`src/rtl/counter_intr_pkg.sv`:
```
// Shared constants for the counter/interrupt AXI4-Lite slave: register
// byte offsets, CTRL bit positions and AXI response codes.
package counter_intr_pkg;

    localparam logic [31:0] OFF_GIE   = 32'h00;
    localparam logic [31:0] OFF_IER   = 32'h04;
    localparam logic [31:0] OFF_ISR   = 32'h08;
    localparam logic [31:0] OFF_IAR   = 32'h0C;
    localparam logic [31:0] OFF_IPR   = 32'h10;
    localparam logic [31:0] OFF_CTRL  = 32'h14;
    localparam logic [31:0] OFF_LIMIT = 32'h18;
    localparam logic [31:0] OFF_COUNT = 32'h1C;

    localparam int CTRL_EN         = 0;
    localparam int CTRL_AUTORELOAD = 1;

    localparam logic [1:0] RESP_OKAY = 2'b00;

endpackage

```
`src/rtl/counter_intr_core.sv`:
```
// Free-running counter with compare limit. Raises evt for the cycle in which
// an enabled COUNT equals LIMIT; software writes take priority over hardware.
module counter_intr_core
    import counter_intr_pkg::*;
(
    input  logic        clk,
    input  logic        rst_n,
    input  logic        ctrl_we,
    input  logic [1:0]  ctrl_wdata,
    input  logic        limit_we,
    input  logic [31:0] wdata,
    input  logic [3:0]  wstrb,
    output logic [1:0]  ctrl,
    output logic [31:0] limit,
    output logic [31:0] count,
    output logic        evt
);

    assign evt = ctrl[CTRL_EN] && (count == limit);

    always_ff @(posedge clk or negedge rst_n) begin
        if (!rst_n) begin
            ctrl  <= '0;
            limit <= '0;
            count <= '0;
        end else begin
            if (evt) begin
                count <= '0;
                if (!ctrl[CTRL_AUTORELOAD])
                    ctrl[CTRL_EN] <= 1'b0;
            end else if (ctrl[CTRL_EN]) begin
                count <= count + 32'd1;
            end

            if (ctrl_we)
                ctrl <= ctrl_wdata;

            // Any accepted LIMIT write restarts the count, even with no byte lanes set
            if (limit_we) begin
                for (int b = 0; b < 4; b++)
                    if (wstrb[b])
                        limit[8*b +: 8] <= wdata[8*b +: 8];
                count <= '0;
            end
        end
    end

endmodule

```
`src/rtl/counter_intr_axil_slave.sv`:
```
// AXI4-Lite register slave wrapping the limit counter with a GIE/IER/ISR
// interrupt block and a registered level irq output.
module counter_intr_axil_slave
    import counter_intr_pkg::*;
#(
    parameter int C_IRQ_ACTIVE_HIGH = 1,
    parameter int C_ADDR_WIDTH      = 5
)(
    input  logic                    ACLK,
    input  logic                    ARESETN,
    input  logic [C_ADDR_WIDTH-1:0] AWADDR,
    input  logic [2:0]              AWPROT,
    input  logic                    AWVALID,
    output logic                    AWREADY,
    input  logic [31:0]             WDATA,
    input  logic [3:0]              WSTRB,
    input  logic                    WVALID,
    output logic                    WREADY,
    output logic [1:0]              BRESP,
    output logic                    BVALID,
    input  logic                    BREADY,
    input  logic [C_ADDR_WIDTH-1:0] ARADDR,
    input  logic [2:0]              ARPROT,
    input  logic                    ARVALID,
    output logic                    ARREADY,
    output logic [31:0]             RDATA,
    output logic [1:0]              RRESP,
    output logic                    RVALID,
    input  logic                    RREADY,
    output logic                    irq
);

    logic        unused_prot;
    logic [31:0] wr_off, rd_off, rd_word;
    logic        wr_fire, rd_fire;
    logic        gie, ier, isr, irq_q;
    logic        gie_we, ier_we, ctrl_we, limit_we, iar_clr;
    logic [1:0]  ctrl;
    logic [31:0] limit, count;
    logic        evt;

    assign unused_prot = ^{AWPROT, ARPROT};

    // Byte address bits [1:0] never select a register
    assign wr_off = 32'(AWADDR) & 32'hFFFF_FFFC;
    assign rd_off = 32'(ARADDR) & 32'hFFFF_FFFC;

    assign wr_fire = AWREADY && AWVALID && WVALID;
    assign rd_fire = ARREADY && ARVALID;

    assign gie_we   = wr_fire && (wr_off == OFF_GIE)   && WSTRB[0];
    assign ier_we   = wr_fire && (wr_off == OFF_IER)   && WSTRB[0];
    assign ctrl_we  = wr_fire && (wr_off == OFF_CTRL)  && WSTRB[0];
    assign limit_we = wr_fire && (wr_off == OFF_LIMIT);
    assign iar_clr  = wr_fire && (wr_off == OFF_IAR)   && WSTRB[0] && WDATA[0];

    assign BRESP = RESP_OKAY;
    assign RRESP = RESP_OKAY;

    counter_intr_core u_core (
        .clk        (ACLK),
        .rst_n      (ARESETN),
        .ctrl_we    (ctrl_we),
        .ctrl_wdata (WDATA[1:0]),
        .limit_we   (limit_we),
        .wdata      (WDATA),
        .wstrb      (WSTRB),
        .ctrl       (ctrl),
        .limit      (limit),
        .count      (count),
        .evt        (evt)
    );

    always_ff @(posedge ACLK or negedge ARESETN) begin
        if (!ARESETN) begin
            AWREADY <= 1'b0;
            WREADY  <= 1'b0;
            BVALID  <= 1'b0;
        end else begin
            AWREADY <= !AWREADY && AWVALID && WVALID && !BVALID;
            WREADY  <= !AWREADY && AWVALID && WVALID && !BVALID;
            if (wr_fire)
                BVALID <= 1'b1;
            else if (BREADY)
                BVALID <= 1'b0;
        end
    end

    always_ff @(posedge ACLK or negedge ARESETN) begin
        if (!ARESETN) begin
            gie   <= 1'b0;
            ier   <= 1'b0;
            isr   <= 1'b0;
            irq_q <= 1'b0;
        end else begin
            if (gie_we) gie <= WDATA[0];
            if (ier_we) ier <= WDATA[0];
            // A counter event in the same cycle as an ack keeps the status set
            if (evt)
                isr <= 1'b1;
            else if (iar_clr)
                isr <= 1'b0;
            irq_q <= gie && isr && ier;
        end
    end

    assign irq = (C_IRQ_ACTIVE_HIGH != 0) ? irq_q : !irq_q;

    always_comb begin
        rd_word = '0;
        case (rd_off)
            OFF_GIE:   rd_word = {31'b0, gie};
            OFF_IER:   rd_word = {31'b0, ier};
            OFF_ISR:   rd_word = {31'b0, isr};
            OFF_IPR:   rd_word = {31'b0, isr & ier};
            OFF_CTRL:  rd_word = {30'b0, ctrl};
            OFF_LIMIT: rd_word = limit;
            OFF_COUNT: rd_word = count;
            default:   rd_word = '0;
        endcase
    end

    always_ff @(posedge ACLK or negedge ARESETN) begin
        if (!ARESETN) begin
            ARREADY <= 1'b0;
            RVALID  <= 1'b0;
            RDATA   <= '0;
        end else begin
            ARREADY <= !ARREADY && ARVALID && !RVALID;
            if (rd_fire) begin
                RVALID <= 1'b1;
                RDATA  <= rd_word;
            end else if (RREADY) begin
                RVALID <= 1'b0;
            end
        end
    end

endmodule

```
`config.mk`:
```
export PLATFORM = sky130hd
export DESIGN_NAME = counter_intr_axil_slave
export DESIGN_NICKNAME = d
export VERILOG_FILES = /design/src/rtl/counter_intr_pkg.sv /design/src/rtl/counter_intr_core.sv /design/src/rtl/counter_intr_axil_slave.sv
export SDC_FILE = /design/constraint.sdc
export NUM_CORES = 1
export LEC_CHECK = 0
export CORE_MARGIN = 1.5
export CORE_UTILIZATION = 25
export DETAILED_ROUTE_END_ITERATION = 6
export PLACE_DENSITY_LB_ADDON = 0.3
export SETUP_SLACK_MARGIN = 0.15
export SLEW_MARGIN = 5
export SYNTH_ARGS = -nofsm -noshare
export SYNTH_HDL_FRONTEND = slang
export SYNTH_SLANG_ARGS = --single-unit
```
`constraint.sdc`:
```
create_clock -name ACLK -period 2.15 [get_ports ACLK]
set_clock_uncertainty 0.15 [all_clocks]
set_input_delay 0.645 -clock ACLK [delete_from_list [all_inputs] [get_ports ACLK]]
set_output_delay 0.645 -clock ACLK [all_outputs]
set_load 0.02 [all_outputs]
```
==> results.txt <==
Placed Cells = 899
final hold vios = 0
ant diodes = 0
asr flop ratio synth = 100.0%
crit path launch type = register
layout cell share with drive strength beyond 1 = 29.29%
first-pass GRT wire length = 25,720 um
Tot Pwr = 6.335 mW
RR Startpoint = u_core.count[12]$_DFFE_PN0P_
H-tree Lvls = 3
Vias = 4,392
Worst R2R Setup Slack = 0.02 ns
Total Wirelength = 16,150 um
sequential area share after synthesis = 50.34%
status = completed
Antenna Nets Post-Route = 0
clock network fraction of total power = 24.4%
P_int = 4.208 mW
post-synthesis cell type count = 46
fin crit period = 2.129 ns
post-synthesis register bit count = 106
Mapped Cells = 500
Non-Filler Instances = 929
initial antenna violation count = 0
DP Area = 0.006985 mm2
f_max = 469.7 MHz
TritonCTS Buffers = 9
core box area = 0.02043 mm2
vias in the first global route = 4,714
DR WL met2 = 7999 um
Die H = 148.2 um
number of flops mapped to enable cells by yosys = 0
CTS sink count = 106
Peak VDD IR = 0.0003799 V
gpl congestion = 0.8402
Leak = 3.442 nW
fin crit share = 99.03%
fin area = 0.007712 mm2
GRT Overall Usage = 15.26%
CTS Buffer Depth = 2
Final nets = 714
PortBufs = 86
Wirelength per Cell = 17.39 um
switch share = 33.58%
max cap viols = 0
CTS Root Cell = clkbuf_16
TritonRoute pass-1 iters = 4
power share of the combinational group = 34.1%
Setup Viol. Count Final = 0
crit path from = u_core.count[12]$_DFFE_PN0P_
Crit path required time = 2.22 ns
Clock transition at path regs = 0.07 ns
reg-to-reg endpoint = u_core.count[10]$_DFFE_PN0P_
uppermost layer routed = met4
R2R cell count = 7
power per cell area = 821.5 mW/mm2
WL met3 = 678 um
Layout area overhead = 46.38%
mapped cell area = 0.005269 mm2
Initial DRC Count = 266
Post-route DRC = 0
largest net degree at the start of global routing = 36
die area = 0.02196 mm2
worst skew pair latency = 0.35 ns
Crit Path Category = register to register
area share of the largest cell type after synthesis = 50.34%
crit path to = u_core.count[10]$_DFFE_PN0P_
Worst Hold Class = input port to asynchronous set/reset pin
CP Capture Type = register
sequential share of power = 41.4%
DP Wirelength = 11,790 um
DIE WIDTH = 148.2 um
yosys warns = 0
Starting Density = 25.79%
area leader, netlist = dfrtp_1
switching power = 2.128 mW
RSZ-0062 raised after global routing = yes
via/cell ratio = 4.728
M1 WL = 7280 um
Final Max Slew Viols = 0
total global routing overflow = 0
Post-Place Worst Slack = -0.3344 ns
num ports = 101
worst setup margin = 0.02093 ns
CP arrival = 2.20 ns
CP max FO = 8
TritonCTS clock tree = yes
FP Rows = 52
dominant synthesized flop cell = dfrtp_1
synthesized area per cell = 10.54 um2
top post-synthesis cells by area = dfrtp_1, mux2_2, xor2_1
[per-layer routing]
layer	track usage, %	vias up
li1	-	2086
met1	19.95	2205
met2	25.47	87
met3	3.957	14
met4	3.168	0
met5	0	-
[sequential cells by signal, indices dropped and copies added (netlist names)]
register,cells
RDATA,32
u_core.count,32
u_core.limit,32
u_core.ctrl,2
ARREADY,1
BVALID,1
RVALID,1
WREADY,1
gie,1
ier,1
irq,1
isr,1
[cells by family after synthesis]
| group | Yosys count | share of synthesized area, % |
|---|---|---|
| compound gates | 79 | 9.879 |
| xor+xnor | 52 | 8.787 |
| fa+ha+maj | 1 | 0.2374 |
| buf+inv | 48 | 4.583 |
| flops | 106 | 50.34 |
| mux | 44 | 9.238 |
| other cells | 1 | 0.07117 |
| simple gates | 169 | 16.86 |
[metrics by stage]
stage          TNS [ns]  util, %  hold slack, ns
5_1_grt          -2.439    37.75         0.09897
3_3_place_gp     -11.41    34.19          0.2953
2_1_floorplan         0        -          0.1994
4_1_cts               0    36.75         0.08174
6_report              0    37.75         0.08224
3_5_place_dp     -13.26    34.19          0.3004
[how the worst min path moves through the flow]
stage,startpoint,end,slack [ns],cells past startpoint
5_1_grt,ARESETN,gie$_DFFE_PN0P_,0.1,1
4_1_cts,ARESETN,u_core.limit[2]$_DFFE_PN0P_,0.08,1
3_3_place_gp,RVALID$_DFFE_PN0P_,ARREADY$_DFF_PN0_,0.30,1
2_1_floorplan,ARESETN,ARREADY$_DFF_PN0_,0.20,0
3_5_place_dp,RVALID$_DFFE_PN0P_,ARREADY$_DFF_PN0_,0.30,1
6_report,ARESETN,gie$_DFFE_PN0P_,0.08,1
[critical path, stage by stage, from the launching register on]
cell and delay (ns):
dfrtp_1 0.41, xor2_1 0.20, nor4_2 0.42, nand3_4 0.12, nor4_4 0.32, buf_6 0.18
buf_12 0.14, nor3_1 0.05
[placed cells by master (no fill, tap or decap), types with 14 or more instances in the layout]
master / n
clkdlybuf4s50_1: 44
mux2_2: 35
nor2_1: 14
dfrtp_1: 106
o21ai_0: 34
a22oi_1: 30
dlygate4sd2_1: 38
xor2_1: 33
buf_4: 79
nand4_1: 16
nand2_1: 50
xnor2_1: 15
[power by group through the flow]
stage | Clock, mW | Combinational (mW) | Sequential [mW]
after floorplan | 0 | 0.951 | 2.69
after global placement | 0 | 1.89 | 2.65
after detailed placement | 0 | 1.92 | 2.66
after CTS | 1.60 | 2.06 | 2.62
after global routing | 1.69 | 2.34 | 2.67
final | 1.55 | 2.16 | 2.62
[synth_stat cells, types with 2 or more instances]
cell,n
nand2b_1,7
o211ai_1,2
nor3_1,32
mux2i_1,7
and3_1,3
nand4_1,16
nand2_1,53
nand3_1,13
buf_4,7
buf_2,4
clkbuf_1,24
dfrtp_1,106
xor2_1,33
nor4_1,11
and4_1,5
o21ai_0,34
o2111a_1,2
a22oi_1,30
xnor2_1,18
inv_1,9
a21oi_1,2
nor2_1,15
mux2_2,37
nand3b_1,3
a2111oi_0,3
buf_6,4
[repair_timing]
item	4_1_cts	5_1_grt
buffers inserted	9	2
hold buffers	0	0
pin swaps	24	8
cloned	2	1
resized for setup	81	30
setup endpoints to repair	105	58
[layout make-up]
cell class	count	area, um2
Inverter	9	33.78
Clock buffer	13	250.2
Sequential cell	106	2653
Timing Repair Buffer	179	1690
Multi-Input combinational cell	349	2733
Tap cell	270	337.8
Fill cell	2044	12720
Clock inverter	3	15.01
Power figures use the tool's default switching activity.
